### src/rtl/gray_mon_pkg.sv
// -----------------------------------------------------------------------------
// gray_mon_pkg
// Shared types and default widths for the Gray-stream monitor.
//   state_t : monitor FSM state, 2-bit encoding
//   GRAY_W  : default Gray code width
//   LAP_W   : default lap counter width
//   ERR_W   : default error counter width (GRAY_MON_ERRCNT_EN builds only)
// -----------------------------------------------------------------------------
package gray_mon_pkg;

    typedef enum logic [1:0] {
        S_EMPTY = 2'b00,  // no reference sample held yet
        S_TRACK = 2'b01,  // checking each step against the previous sample
        S_FAULT = 2'b10   // an illegal step was seen; convert only
    } state_t;

    localparam int GRAY_W = 3;
    localparam int LAP_W  = 8;
    localparam int ERR_W  = 4;

endpackage

### src/rtl/gray_monitor_if.sv
// -----------------------------------------------------------------------------
// gray_monitor_if
// Bundles the Gray sample stream and the monitor's status outputs.
//   master : upstream/consumer side (drives in_valid, gray_in; reads status)
//   slave  : the monitor (reads the stream; drives status)
// Signals:
//   in_valid, gray_in         : sample stream from the Gray counter
//   bin_out, bin_valid        : binary position and its update pulse
//   lap_cnt, lap_pulse        : forward-wrap count and its pulse
//   step_err, err_sticky      : first-illegal-step pulse and sticky flag
//   err_cnt                   : saturating illegal-step count, present only
//                               when GRAY_MON_ERRCNT_EN is defined
// -----------------------------------------------------------------------------
interface gray_monitor_if #(
    parameter int WIDTH = gray_mon_pkg::GRAY_W,
    parameter int LAP_W = gray_mon_pkg::LAP_W
`ifdef GRAY_MON_ERRCNT_EN
    , parameter int ERR_W = gray_mon_pkg::ERR_W
`endif
);

    logic             in_valid;
    logic [WIDTH-1:0] gray_in;
    logic [WIDTH-1:0] bin_out;
    logic             bin_valid;
    logic [LAP_W-1:0] lap_cnt;
    logic             lap_pulse;
    logic             step_err;
    logic             err_sticky;
`ifdef GRAY_MON_ERRCNT_EN
    logic [ERR_W-1:0] err_cnt;
`endif

    modport master (
        output in_valid, gray_in,
        input  bin_out, bin_valid, lap_cnt, lap_pulse, step_err, err_sticky
`ifdef GRAY_MON_ERRCNT_EN
        , err_cnt
`endif
    );

    modport slave (
        input  in_valid, gray_in,
        output bin_out, bin_valid, lap_cnt, lap_pulse, step_err, err_sticky
`ifdef GRAY_MON_ERRCNT_EN
        , err_cnt
`endif
    );

endinterface

### src/rtl/gray2bin.sv
// -----------------------------------------------------------------------------
// gray2bin
// Purely combinational Gray-to-binary converter.
//   gray : Gray-coded input, WIDTH bits
//   bin  : binary equivalent, WIDTH bits
// Each binary bit is the XOR of all Gray bits at or above its position, which
// is the unrolled form of bin[i] = bin[i+1] ^ gray[i] with bin[MSB] = gray[MSB].
// -----------------------------------------------------------------------------
module gray2bin #(
    parameter int WIDTH = 3
) (
    input  logic [WIDTH-1:0] gray,
    output logic [WIDTH-1:0] bin
);

    always_comb begin
        // NOTE: every always_comb output gets a default before any conditional
        // or looped assignment, so no path can leave it unassigned (no latch).
        bin = '0;
        for (int i = 0; i < WIDTH; i++) begin
            bin[i] = ^(gray >> i);
        end
    end

endmodule

### src/rtl/gray_monitor.sv
// -----------------------------------------------------------------------------
// gray_monitor
// Consumes a Gray counter stream, reports binary position, counts forward laps
// and flags the first illegal step. All outputs are registered and reflect the
// sample accepted at the previous edge; pulses last one cycle.
// Ports:
//   clk   : rising-edge clock
//   rst_n : asynchronous active-low reset, clears all state
//   clr   : synchronous clear, same effect as reset; wins over in_valid
//   mon   : gray_monitor_if.slave (stream in, status out)
// Optional feature: define GRAY_MON_ERRCNT_EN to add the saturating err_cnt
// output, which counts every illegal step including those seen in S_FAULT.
// -----------------------------------------------------------------------------
module gray_monitor #(
    parameter int WIDTH = gray_mon_pkg::GRAY_W,
    parameter int LAP_W = gray_mon_pkg::LAP_W
`ifdef GRAY_MON_ERRCNT_EN
    , parameter int ERR_W = gray_mon_pkg::ERR_W
`endif
) (
    input  logic         clk,
    input  logic         rst_n,
    input  logic         clr,
    gray_monitor_if.slave mon
);

    import gray_mon_pkg::*;

    state_t           state;
    logic [WIDTH-1:0] prev_gray;
    logic [WIDTH-1:0] bin_out;
    logic             bin_valid;
    logic [LAP_W-1:0] lap_cnt;
    logic             lap_pulse;
    logic             step_err;
    logic             err_sticky;

    logic [WIDTH-1:0] b_new;
    logic [WIDTH-1:0] b_old;
    logic             is_hold;
    logic             is_inc;
    logic             is_legal;
    logic             is_wrap;
    logic             bad_step;

    gray2bin #(.WIDTH(WIDTH)) u_new (.gray(mon.gray_in), .bin(b_new));
    gray2bin #(.WIDTH(WIDTH)) u_old (.gray(prev_gray),   .bin(b_old));

    // A step is legal if the code holds or advances by exactly +1 (mod 2^WIDTH).
    // Comparing in binary rejects single-bit Gray flips that are not +1.
    assign is_hold  = (mon.gray_in == prev_gray);
    assign is_inc   = (b_new == WIDTH'(b_old + 1'b1));
    assign is_legal = is_hold | is_inc;
    assign is_wrap  = is_inc & (b_old == {WIDTH{1'b1}});

    // Illegal step on an accepted sample once a reference exists.
    assign bad_step = mon.in_valid & (state != S_EMPTY) & ~is_legal;

    always_ff @(posedge clk or negedge rst_n) begin
        // NOTE: sequential state uses non-blocking assignments only, so every
        // register samples the pre-edge values regardless of statement order.
        if (!rst_n) begin
            state      <= S_EMPTY;
            prev_gray  <= '0;
            bin_out    <= '0;
            bin_valid  <= 1'b0;
            lap_cnt    <= '0;
            lap_pulse  <= 1'b0;
            step_err   <= 1'b0;
            err_sticky <= 1'b0;
        end else if (clr) begin
            // Clear wins over a coincident sample; that sample is dropped.
            state      <= S_EMPTY;
            prev_gray  <= '0;
            bin_out    <= '0;
            bin_valid  <= 1'b0;
            lap_cnt    <= '0;
            lap_pulse  <= 1'b0;
            step_err   <= 1'b0;
            err_sticky <= 1'b0;
        end else begin
            bin_valid <= 1'b0;
            lap_pulse <= 1'b0;
            step_err  <= 1'b0;

            if (mon.in_valid) begin
                prev_gray <= mon.gray_in;
                bin_out   <= b_new;
                bin_valid <= 1'b1;

                case (state)
                    S_EMPTY: begin
                        // First sample only seeds the reference.
                        state <= S_TRACK;
                    end
                    S_TRACK: begin
                        if (!is_legal) begin
                            step_err   <= 1'b1;
                            err_sticky <= 1'b1;
                            state      <= S_FAULT;
                        end else if (is_wrap) begin
                            lap_cnt   <= lap_cnt + 1'b1;
                            lap_pulse <= 1'b1;
                        end
                    end
                    S_FAULT: begin
                        // Convert only: no laps, no further step_err pulses.
                        state <= S_FAULT;
                    end
                    default: begin
                        // Unused encoding: recover by re-seeding.
                        state <= S_EMPTY;
                    end
                endcase
            end
        end
    end

`ifdef GRAY_MON_ERRCNT_EN
    logic [ERR_W-1:0] err_cnt;

    // Saturating count of every illegal step, in S_TRACK and S_FAULT alike.
    always_ff @(posedge clk or negedge rst_n) begin
        if (!rst_n) begin
            err_cnt <= '0;
        end else if (clr) begin
            err_cnt <= '0;
        end else if (bad_step && (err_cnt != {ERR_W{1'b1}})) begin
            err_cnt <= err_cnt + 1'b1;
        end
    end

    assign mon.err_cnt = err_cnt;
`else
    // Without the error counter, illegal steps are only visible via the FSM.
    logic unused_bad_step;
    assign unused_bad_step = bad_step;
`endif

    assign mon.bin_out    = bin_out;
    assign mon.bin_valid  = bin_valid;
    assign mon.lap_cnt    = lap_cnt;
    assign mon.lap_pulse  = lap_pulse;
    assign mon.step_err   = step_err;
    assign mon.err_sticky = err_sticky;

endmodule
### src/flat_wrapper.sv
// flat-port wrapper written by rule: the top's interface ports become plain ports
module gray_monitor_flat import gray_mon_pkg::*;
#(
    parameter int WIDTH = gray_mon_pkg::GRAY_W,
    parameter int LAP_W = gray_mon_pkg::LAP_W

)
  (clk, rst_n, clr, mon_in_valid, mon_gray_in, mon_bin_out, mon_bin_valid, mon_lap_cnt, mon_lap_pulse, mon_step_err, mon_err_sticky);
  gray_monitor_if #(.WIDTH(WIDTH), .LAP_W(LAP_W)) mon_i ();
  input  logic clk;
  input  logic rst_n;
  input  logic clr;
  input wire logic [$bits(mon_i.in_valid)-1:0] mon_in_valid;
  input wire logic [$bits(mon_i.gray_in)-1:0] mon_gray_in;
  output wire logic [$bits(mon_i.bin_out)-1:0] mon_bin_out;
  output wire logic [$bits(mon_i.bin_valid)-1:0] mon_bin_valid;
  output wire logic [$bits(mon_i.lap_cnt)-1:0] mon_lap_cnt;
  output wire logic [$bits(mon_i.lap_pulse)-1:0] mon_lap_pulse;
  output wire logic [$bits(mon_i.step_err)-1:0] mon_step_err;
  output wire logic [$bits(mon_i.err_sticky)-1:0] mon_err_sticky;
  assign mon_i.in_valid = mon_in_valid;
  assign mon_i.gray_in = mon_gray_in;
  assign mon_bin_out = mon_i.bin_out;
  assign mon_bin_valid = mon_i.bin_valid;
  assign mon_lap_cnt = mon_i.lap_cnt;
  assign mon_lap_pulse = mon_i.lap_pulse;
  assign mon_step_err = mon_i.step_err;
  assign mon_err_sticky = mon_i.err_sticky;
  gray_monitor #(.WIDTH(WIDTH), .LAP_W(LAP_W)) u_core (.clk(clk), .rst_n(rst_n), .clr(clr), .mon(mon_i));
endmodule
### config.mk
export PLATFORM = sky130hd
export DESIGN_NAME = gray_monitor_flat
export DESIGN_NICKNAME = d
export VERILOG_FILES = /design/src/rtl/gray_mon_pkg.sv /design/src/rtl/gray_monitor_if.sv /design/src/rtl/gray2bin.sv /design/src/rtl/gray_monitor.sv /design/src/flat_wrapper.sv
export SDC_FILE = /design/constraint.sdc
export NUM_CORES = 1
export LEC_CHECK = 0
export ABC_CLOCK_PERIOD_IN_PS = 8200
export CAP_MARGIN = 20
export CORE_MARGIN = 2
export CORE_UTILIZATION = 40
export CTS_BUF_LIST = sky130_fd_sc_hd__clkbuf_4 sky130_fd_sc_hd__clkbuf_8 sky130_fd_sc_hd__clkbuf_16
export DETAILED_ROUTE_END_ITERATION = 7
export GPL_TIMING_DRIVEN = 0
export HOLD_SLACK_MARGIN = 0.02
export PLACE_DENSITY = 0.68
export RECOVER_POWER = 50
export SETUP_SLACK_MARGIN = 0.02
export SLEW_MARGIN = 20
export SYNTH_ARGS = -nofsm -noshare
export SYNTH_HDL_FRONTEND = slang
export SYNTH_SLANG_ARGS = --single-unit
### constraint.sdc
create_clock -name clk -period 8.2 [get_ports clk]
set_input_delay 0.82 -clock clk [delete_from_list [all_inputs] [get_ports clk]]
set_output_delay 0.82 -clock clk [all_outputs]
set_load 0.1 [all_outputs]
==> metrics <==
CP max FO 10; die area 3097 um2; Least-Margin Pin Slew 0.9664 ns; Core Area 2500 um2; Setup TNS 0 ns; Post-CTS Setup Inserts 0; Synth area leader dfrtp_1; total grt overflow 0; aggregate global-route resource usage 15.00%; Slew Viols, Final 0; launching point of the worst reg2reg path u_core.prev_gray[2]; vias 825; later-pin clock latency in the skew report 0.30 ns; Worst Hold Class reg2reg; IO Port Bufs 19; worst-case clock buffer depth 2; FFs w/ async S/R, synth 100.0%; slack of the critical path 5.246 ns; DP Worst Slack 5.010 ns; CTS Buf Count 3; end of the worst hold path u_core.mon.err_sticky; Die X 55.66 um; antenna violations before repair 0; I/O pin count 22; DRC Markers 0; Reg2Reg Depth 9; Post-Syn Area 1067 um2; CTS HTree Levels 1; Resized Gates After CTS 0; Synth Instances 104; setup violators final 0; Hold Crit Start u_core.mon.err_sticky; cts hold-fix bufs 0; Critical Path End Type flip-flop; Synth area leaders dfrtp_1 (45%), xnor2_1 (4.9%), ha_1 (4.7%); critical path class in2reg; Hold Fails Final Rpt 0; via/cell ratio 5.255; Tot Pwr 0.2401 mW; Layout Nets 139; max_slew headroom 35.37%; via count of the first global-routing pass 826; hold slack 0.4911 ns; starting density of the core 42.69%; leading register cell type out of synthesis dfrtp_1; Layout area overhead 23.80%; post-synth cell types 35; Arr. time, crit path 3.15 ns; Reg clk slew, reported paths 0.11 ns; first-pass GRT wire length 3.712 mm; largest net degree at the start of global routing 20; FMAX 338.5 MHz; # diodes 0; Final Cycle Share 36.02%; Detailed Place HPWL 1.576 mm; reg2reg setup slack 5.36 ns; Root Driver clkbuf_4; Final Skew 0.004762 ns; Placed Cells 153; Static Leak 0.5735 nW; drt pass-1 iters 3; post-route ant nets 0; final WL 2.102 mm; DR WL/cell 13.39 um; RSZ-0062 raised after global routing no; final critical-path required period 2.954 ns; yosys warns 0; Hold Path Depth 1; die height 55.66 um; Starting DRT DRC Count 6; Max Cap Viol 0; RePlAce Congestion 0.7735; Syn Nets 115; FP Rows 18; Worst R2R End u_core.mon.lap_cnt[7]; VDD IR max 0.09978 mV; CTS sink cnt 19; register area share after synthesis 44.55%; Worst EP required 8.40 ns; PwrDens 181.7 nW/um2; status finished clean; Final Non-Filler Cells 157; Yosys reg bits 19; crit path launch type input pin; layout cells sized above 1 9.449%; Syn Area/Cell 10.26 um2; number of enable flip-flop cells after synthesis 0; fill cell count 241; TritonCTS clock tree done; top cell type's share of synthesized area 44.55%
[report_power, final]
part           switching (mW)  internal [mW]  total (mW)
logic                  0.0557         0.0294      0.0851
registers             0.00463          0.102       0.107
clock network          0.0301         0.0182      0.0483
total                  0.0905          0.150       0.240
[synth_stat cells, drive strengths merged (2+ instances only)]
master   n
nand3    5
o22ai    3
buf      2
inv      6
nor2b    3
ha       4
mux2     3
xnor2    6
a211oi   3
a21oi    5
xor2     3
nand4    2
dfrtp   19
mux2i    4
o31ai    2
a21o     2
clkbuf   3
nand2    4
nor2    12
or4      2
[cells in the final DEF, fill, tap and decap left out, drive strengths merged, types with 3 or more instances in the layout]
cell / Yosys / layout
ha: 4 / 4
nand2: 4 / 4
xor2: 3 / 3
dfrtp: 19 / 19
mux2i: 4 / 4
nor2b: 3 / 3
xnor2: 6 / 6
a211oi: 3 / 3
clkdlybuf4s50: 0 / 17
clkbuf: 3 / 6
nor2: 12 / 12
a21oi: 5 / 5
o22ai: 3 / 3
mux2: 3 / 3
inv: 6 / 6
nand3: 5 / 5
[sequential cells by signal (all words and copies together), names as in the netlist]
signal,cells
u_core.mon.bin_out,2
u_core.mon.bin_valid,1
u_core.mon.err_sticky,1
u_core.mon.lap_cnt,8
u_core.mon.lap_pulse,1
u_core.mon.step_err,1
u_core.prev_gray,3
u_core.state,2
[worst max-delay path, cell delays in order]
cell and delay, ns:
dlygate4sd3_1 0.62, xnor2_1 0.34, xnor3_1 0.33, a21o_1 0.20, buf_6 0.14, nor4_1 0.34, mux2_1 0.36
[layout make-up]
class                   count  area (um2)  area share, %
repair buffers             19       190.2          14.39
plain buffers               5       30.03          2.273
clock inverters             1       5.005         0.3788
well taps                  30       37.54          2.841
inverters                   6       22.52          1.705
clock buffers               3       22.52          1.705
multi-input cells          74       538.0          40.72
flip-flops and latches     19       475.5          35.98
[worst max-delay path by stage]
stage,endpoint,startpoint,cells after the start,slack (ns)
6_report,u_core.mon.lap_cnt[7],mon_gray_in[1],7,5.25
5_1_grt,u_core.mon.lap_cnt[5],mon_gray_in[1],6,5.17
4_1_cts,mon_bin_out[2],u_core.prev_gray[2],2,5.28
3_5_place_dp,u_core.mon.lap_cnt[7],mon_gray_in[1],7,5.01
3_3_place_gp,u_core.mon.lap_cnt[7],mon_gray_in[1],7,5.05
2_1_floorplan,u_core.mon.lap_cnt[7],u_core.prev_gray[1],9,5.57
[cell families (layout without fill, tap and decap cells)]
group | after synthesis | after routing | share of synthesized area, %
AO/OA/AOI/OAI | 19 | 19 | 12.19
XOR/XNOR | 10 | 10 | 10.32
adder cells (fa/ha/maj) | 4 | 4 | 4.690
buffers and inverters | 11 | 34 | 4.924
flip-flops | 19 | 19 | 44.55
multiplexers | 7 | 7 | 6.917
AND/OR/NAND/NOR | 34 | 34 | 16.41
[per-layer routing]
layer	vias to the layer above	wire length, um	GRT usage [%]
met5	-	0	0
met4	0	32	8.014
met3	4	48	3.023
met2	11	1011	23.13
met1	397	1008	19.79
li1	413	-	-
[stage by stage]
stage	utilization (%)	area, um2
global placement	51.80	1295
global route	52.85	1321
floorplan	-	1067
detailed placement	51.80	1295
CTS	52.90	1323
finish	52.85	1321
Note: power is estimated with default switching activity, not from simulation.
